## config.mk

```make
export PLATFORM = sky130hd
export DESIGN_NAME = traffic_light_ctrl
export DESIGN_NICKNAME = d
export VERILOG_FILES = /design/src/rtl/traffic_light_ctrl.sv
export SDC_FILE = /design/constraint.sdc
export NUM_CORES = 1
export LEC_CHECK = 0
export ABC_AREA = 1
export CAP_MARGIN = 0
export CORE_UTILIZATION = 47
export CTS_BUF_LIST = sky130_fd_sc_hd__clkbuf_8
export CTS_CLUSTER_SIZE = 24
export DETAILED_ROUTE_END_ITERATION = 6
export GPL_TIMING_DRIVEN = 0
export PLACE_DENSITY = 0.8
export SLEW_MARGIN = 20
export SYNTH_ARGS = -nofsm -noshare
export SYNTH_HDL_FRONTEND = slang
export SYNTH_SLANG_ARGS = --single-unit
export TNS_END_PERCENT = 1
```

## constraint.sdc

```tcl
create_clock -name clk -period 1.8 [get_ports clk]
set_input_delay 0.18 -clock clk [delete_from_list [all_inputs] [get_ports clk]]
set_output_delay 0.18 -clock clk [all_outputs]
set_load 0.005 [all_outputs]
```

## src/rtl/traffic_light_ctrl.sv

```systemverilog
// Intersection sequencer: walks main/side/pedestrian phases, starts one timer run per phase,
// and latches side-street and pedestrian requests until they are served.
module traffic_light_ctrl #(
    parameter int unsigned GREEN_LEN      = 20,
    parameter int unsigned YELLOW_LEN     = 4,
    parameter int unsigned ALLRED_LEN     = 2,
    parameter int unsigned SIDE_GREEN_LEN = 12,
    parameter int unsigned WALK_LEN       = 10
) (
    input  logic       clk,
    input  logic       reset_n,
    input  logic       side_req,
    input  logic       ped_req,
    input  logic       t_done,
    input  logic       t_flicker,
    output logic       t_start,
    output logic [4:0] t_length,
    output logic [2:0] main_lamp,
    output logic [2:0] side_lamp,
    output logic       ped_walk,
    output logic       ped_flash,
    output logic       ped_wait
);

    typedef enum logic [2:0] {
        MAIN_GREEN  = 3'd0,
        MAIN_YELLOW = 3'd1,
        ALLRED_A    = 3'd2,
        WALK        = 3'd3,
        SIDE_GREEN  = 3'd4,
        SIDE_YELLOW = 3'd5,
        ALLRED_B    = 3'd6
    } state_t;

    localparam logic [4:0] GREEN_L      = 5'(GREEN_LEN);
    localparam logic [4:0] YELLOW_L     = 5'(YELLOW_LEN);
    localparam logic [4:0] ALLRED_L     = 5'(ALLRED_LEN);
    localparam logic [4:0] SIDE_GREEN_L = 5'(SIDE_GREEN_LEN);
    localparam logic [4:0] WALK_L       = 5'(WALK_LEN);

    localparam logic [2:0] LAMP_RED    = 3'b100;
    localparam logic [2:0] LAMP_YELLOW = 3'b010;
    localparam logic [2:0] LAMP_GREEN  = 3'b001;

    state_t     state_r;
    state_t     state_next_s;
    logic       enter_s;
    logic       phase_end_s;
    logic       init_go_r;
    logic       side_pending_r;
    logic       ped_pending_r;
    logic       t_start_r;
    logic [4:0] t_length_r;
    logic [2:0] main_lamp_r;
    logic [2:0] side_lamp_r;
    logic [4:0] length_next_s;
    logic [2:0] main_next_s;
    logic [2:0] side_next_s;
    logic       ped_walk_s;
    logic       ped_flash_s;

    // A done flag seen alongside our own start pulse belongs to the previous run.
    assign phase_end_s = t_done & ~t_start_r;

    // State, timer handshake, lamp and request-latch registers.
    always_ff @(posedge clk or negedge reset_n) begin
        if (!reset_n) begin
            state_r        <= ALLRED_B;
            init_go_r      <= 1'b1;
            t_start_r      <= 1'b0;
            t_length_r     <= ALLRED_L;
            main_lamp_r    <= LAMP_RED;
            side_lamp_r    <= LAMP_RED;
            side_pending_r <= 1'b0;
            ped_pending_r  <= 1'b0;
        end else begin
            state_r        <= state_next_s;
            init_go_r      <= 1'b0;
            t_start_r      <= enter_s;
            t_length_r     <= length_next_s;
            main_lamp_r    <= main_next_s;
            side_lamp_r    <= side_next_s;
            side_pending_r <= side_req | (side_pending_r & ~(enter_s & (state_next_s == SIDE_GREEN)));
            ped_pending_r  <= ped_req  | (ped_pending_r  & ~(enter_s & (state_next_s == WALK)));
        end
    end

    // Next-state selection; every entry (including MAIN_GREEN re-entry) raises enter_s.
    always_comb begin
        state_next_s = state_r;
        enter_s      = 1'b0;
        if (init_go_r) begin
            enter_s = 1'b1;
        end else if (phase_end_s) begin
            enter_s = 1'b1;
            case (state_r)
                MAIN_GREEN:  state_next_s = (side_pending_r | ped_pending_r) ? MAIN_YELLOW : MAIN_GREEN;
                MAIN_YELLOW: state_next_s = ALLRED_A;
                ALLRED_A:    state_next_s = ped_pending_r ? WALK : SIDE_GREEN;
                WALK:        state_next_s = ALLRED_B;
                SIDE_GREEN:  state_next_s = SIDE_YELLOW;
                SIDE_YELLOW: state_next_s = ALLRED_B;
                ALLRED_B:    state_next_s = side_pending_r ? SIDE_GREEN : MAIN_GREEN;
                default:     state_next_s = ALLRED_B;
            endcase
        end else begin
            state_next_s = state_r;
            enter_s      = 1'b0;
        end
    end

    // Run length and lamps for the upcoming state, plus the pedestrian lamps.
    always_comb begin
        length_next_s = ALLRED_L;
        main_next_s   = LAMP_RED;
        side_next_s   = LAMP_RED;
        case (state_next_s)
            MAIN_GREEN:  begin length_next_s = GREEN_L;      main_next_s = LAMP_GREEN;  end
            MAIN_YELLOW: begin length_next_s = YELLOW_L;     main_next_s = LAMP_YELLOW; end
            ALLRED_A:    length_next_s = ALLRED_L;
            WALK:        length_next_s = WALK_L;
            SIDE_GREEN:  begin length_next_s = SIDE_GREEN_L; side_next_s = LAMP_GREEN;  end
            SIDE_YELLOW: begin length_next_s = YELLOW_L;     side_next_s = LAMP_YELLOW; end
            ALLRED_B:    length_next_s = ALLRED_L;
            default:     length_next_s = ALLRED_L;
        endcase
        ped_walk_s  = (state_r == WALK) & ~t_flicker;
        ped_flash_s = (state_r == WALK) &  t_flicker;
    end

    assign t_start   = t_start_r;
    assign t_length  = t_length_r;
    assign main_lamp = main_lamp_r;
    assign side_lamp = side_lamp_r;
    assign ped_walk  = ped_walk_s;
    assign ped_flash = ped_flash_s;
    assign ped_wait  = ped_pending_r;

endmodule

```

# Word level (Yosys, flattened, before mapping)
# Index checks and enable logic that the tools add are counted.
op_classes:
  n_eq_ne: 9
  muxes: 11
  bitwise_logic: 14
  n_reduce_logical: 3
ops:
  columns: ["op", "count"]
  rows:
  - ["$pmux 5 s4", 1]
  - ["$pmux 3 s5", 1]
  - ["$eq 3x3->1 const B", 4]
  - ["$mux 3", 4]
  - ["$pmux 3 s2", 2]
  - ["$eq 3x2->1 const B", 3]
  - ["$and 1x1->1", 7]
  - ["$eq 3x1->1 const B", 2]
  - ["$logic_not 3->1", 2]
  - ["$not 1->1", 4]
  - ["$mux 1", 3]
  - ["$or 1x1->1", 3]
  - ["$reduce_or 2->1", 1]
totals:
  regBits: 18
  out_inout_bits: 15
  elab_cells: 45

# Logic depth before layout (Yosys ltp)
# Gate-level depths: netlist of the first run.
logic_depth:
  depth_word: 10
  depth_mapped: 10
  mapped_depth_nobuf: 10

# Worst setup path before layout of the first run
# Ideal clock, no wire load.
synth_path:
  path_type: "register to register"
  start: "register state_r[1]"
  end: "register ped_pending_r (netlist: ped_wait)"
  setup_time_ps: 117
  arrival_time_ps: 1145
  t_required_ps: 1683
  slack_ps: 539
  stages_incl_launch_ff: 10
  synth_period_minus_slack_ps: 1261
  path_cell_list: "dfstp_2 > inv_2 > nor2_4 > nand2_1 > nand3_2 > inv_2 > nor2_4 > nand3_2 > nand2_1 > nand2_1"
synth_via:
  elab_chain_len: 9
synth_lines:
  columns: ["element", "line", "text"]
  rows:
  - ["start: declaration", "45", "state_t state_r;"]
  - ["start signal: assignment", "77", "state_r <= state_next_s;"]
  - ["$eq 3x3->1, or another cell as far along", "96", "case (state_r)"]
  - ["$pmux 3 s5", "96", null]
  - ["$mux 3", "94", "end else if (phase_end_s) begin"]
  - ["$mux 3 *", "92", "if (init_go_r) begin"]
  - ["net state_next_s[1]", "46", "state_t state_next_s;"]
  - ["$eq 3x2->1 *", "84", "ped_pending_r <= ped_req | (ped_pending_r & ~(enter_s & (state_next_s == WALK)));"]
  - ["$and 1x1->1 *", "84", null]
  - ["$not 1->1 *", "84", null]
  - ["$and 1x1->1 *", "84", null]
  - ["$or 1x1->1 *", "84", null]
  - ["end signal: assignment", "84", null]
  - ["end: declaration", "51", "logic ped_pending_r;"]
# The timed path passes the listed nets; every way through them passes the cells marked *.

# Final worst setup path of the first run
layout_path:
  start: "register state_r[1]"
  end: "output ped_walk"
layout_via:
  elab_chain_len: 2
layout_lines:
  columns: ["element", "line", "text"]
  rows:
  - ["$eq 3x2->1", "127", "ped_walk_s = (state_r == WALK) & ~t_flicker;"]
  - ["$and 1x1->1", "127", null]
  - ["end: declaration", "20", "output logic ped_walk,"]
# No other way between the ends.

==> flow_summary_export.csv, run 1 <==
group,metric,value,unit
logic_synthesis,synth-seq-cells,16,
die,start_util,52.84,%
critical_path,cpPeakStageDelay,560,ps
status,status,"completed",
detailed_routing,via_per_inst,4.789,
clock_network,cts_tree,"done",
clock_network,cts.clk_slew.worst_paths,60,ps
detailed_routing,drc,0,
timing,hold_viol,0,
clock_network,cts_buffer_depth,2,
critical_path,required,1620,ps
critical_path,critPathBufInv,3,
timing,tns,0,ps
power,leakage,0.5152,nW
placement,placed_cells,110,
clock_network,htreeDepth,1,
die,coreArea,1366,um^2
global_routing,grt_use_total,19.27,%
finish,instances_no_fill,114,
global_routing,grt.busiest_layer,"met2",
power,vdd_drop_max,0.7097,mV
critical_path,crit_path_top_delay_cell,"dfstp_2",
global_routing,grt_max_degree,17,
logic_synthesis,synth-main-ff-cell,"dfrtp_1",
critical_path,cp_max_fo,4,
global_routing,grt-ovfl-total,0,
placement,gp_congestion,0.7126,
finish,final_core_util,72.53,%
clock_network,cts_buffers,3,
timing,rsz0062_at_grt,"no",
logic_synthesis,synth_top_area_share,34.66,%
clock_network,clock-root-buffer,"clkbuf_8",
placement,place_ws,206.6,ps
die,dieArea,1697,um^2
logic_synthesis,yosysWarnings,0,
global_routing,groute.layer.met3.usage,4.891,%
die,fp.dieW,41.19,um
critical_path,crit_chain,"inv_2 > nor2_4 > inv_1 > nor3_1 > dlygate4sd2_1",
detailed_routing,drtAntennaViolNets,0,
placement,post-dp-hpwl,941.6,um
timing,timing.fmax,647.7,MHz
global_routing,antenna_found_initial,0,
die,io_pins,21,
logic_synthesis,synth_edf_count,0,
logic_synthesis,yosys.area.top_type,"dfrtp_1",
logic_synthesis,synth_area_leaders,"dfrtp_1 (35%), dfstp_2 (22%), nand3_2 (9.7%), nand2_1 (7.3%), inv_1 (5.2%)",
detailed_routing,drt_pass1_iterations,3,
timing,finalClockSkew,2.939,ps
timing,setup_ws,256.2,ps
detailed_routing,vias,546,
critical_path,reg2reg_setup_slack,380,ps
die,rows,13,
finish,diodes,0,
detailed_routing,wire_per_inst,11.52,um
finish,multiInputGateArea,254.0,um^2
logic_synthesis,syn_area,721.9,um^2
logic_synthesis,synth.avg_cell_area,9.626,um^2
timing,relSlewSlack,54.95,%
global_routing,grt_pass1_vias,472,
critical_path,cp-end-kind,"output pin",
critical_path,critPathKind,"flop to output pin",
finish,drive_above_1_share,28.28,%
die,die_height,41.19,um
detailed_routing,drt_wl_total,1313,um
timing,finalMaxSlewViolations,0,
global_routing,use_met1,23.18,%
critical_path,crit_family,"flip-flops",
logic_synthesis,synth_most_common_cell,"nand2_1",
logic_synthesis,synth.distinct_cells,18,
placement,port_buffers,19,
run,drv_cap,0,
clock_network,cts_hold_buf,0,
timing,max_slew.worst_pin.slew,673.6,ps
clock_network,cts_sinks,16,
logic_synthesis,netlist_top_cells_count,"nand2_1 (14), dfrtp_1 (10), inv_1 (10)",
min_path,hold_class,"input port to async pin",
global_routing,met2_usage,31.64,%
timing,finalCriticalPeriod,1544,ps
timing,setup_viol,0,
logic_synthesis,ys_seq_area_share,56.50,%
timing,period_share,85.77,%
finish,nNetsFinal,106,
finish,area_delta_synth_final,37.26,%
power,p_per_area,1317,nW/um^2
critical_path,crit_arrival,1360,ps
finish,ff_latch_area,407.9,um^2
critical_path,critPathLaunchType,"flop",
logic_synthesis,synthArstFlopShare,100.0,%
detailed_routing,first_iter_violations,12,
clock_network,clk_latency,240,ps
logic_synthesis,synthCells,75,
finish,fillers,118,
global_routing,grt_pass1_wl,2042,um
metrics by stage:
step | cell area (um^2) | hold slack (ps) | power [mW]
detailed placement | 934.6 | 509.2 | 0.9971
floorplan | 725.7 | -115.6 | 0.8021
finish | 991.0 | 343.1 | 1.305
global placement | 934.6 | 499.2 | 0.9852
CTS | 988.4 | 363.5 | 1.313
global route | 991.0 | 393.8 | 1.385
worst reg2reg max path, stage by stage (launching register included):
cell     delay [ps]
dfstp_2         560
inv_2            60
nor2_4          100
nand2_1         100
nand3_2         130
inv_2            80
nor2_4          120
nand3_2          60
nand2_1          70
nand2_1          40
flip-flops by register name, summed over array words and instances (netlist names):
signal	flops
init_go_r	1
main_lamp	2
ped_wait	1
side_lamp	3
side_pending_r	1
state_r	3
t_length	4
t_start	1
layout by cell type (no fill, tap or decap):
cell type,instances
nand2_2,2
dfrtp_1,10
nand3_2,7
nand2_1,14
nand3_1,3
inv_1,10
conb_1,2
clkbuf_8,4
inv_2,3
nor3_1,1
nor2_1,8
and3_1,1
dlygate4sd2_1,1
nor2_4,2
clkdlybuf4s50_1,17
buf_4,2
dlymetal6s2s_1,1
o21ai_1,1
nor2_2,1
dfstp_2,6
nand2_4,1
o21ai_0,2
routing by layer:
metal	up-vias	wire, um
met1	258	597
met2	13	634
li1	273	-
met4	0	15
met5	-	0
met3	2	66
path summary, 6_finish.rpt:
kind	from	to	cells past startpoint
setup / recovery	state_r[1]	ped_walk	5
hold / removal	reset_n	state_r[0]	1
setup reg to reg	state_r[1]	ped_wait	9
hold reg to reg	side_pending_r	side_pending_r	2
max in group asynchronous	reset_n	side_pending_r	1
min in group clk	side_req	side_pending_r	3
power breakdown:
part	internal [mW]	switching, mW	leakage (nW)
logic	0.215	0.241	0.299
clock network	0.194	0.116	0.0288
registers	0.464	0.0749	0.187
cells by family (layout without fill, tap and decap cells):
group | after synthesis | after routing | share of synthesized area, %
and+or+nand+nor | 40 | 40 | 32.06
DFF | 16 | 16 | 56.50
buffers and inverters | 15 | 38 | 8.839
AOI/OAI and AO/OA | 3 | 3 | 2.079
other | 1 | 2 | 0.5194
layout make-up:
class | count | share of cell area [%]
Multi-Input combinational cell | 45 | 25.63
Clock buffer | 4 | 5.556
Buffer | 2 | 1.515
Timing Repair Buffer | 19 | 19.32
Inverter | 13 | 4.924
Tap cell | 15 | 1.894
Sequential cell | 16 | 41.16
repair_timing:
item | 4_1_cts | 5_1_grt
hold endpoints to repair | 0 | 0
setup endpoints to repair | 1 | 1
resized for setup | 1 | 1
setup buffers | 0 | 0
Power figures use the tool's default switching activity.
==> run 2, diff against run 1 <==
Settings changed: SKIP_LAST_GASP set to 1.
==> results of run 2 <==
Same layout as run 1: the final DEF is identical, and so are final timing and power.
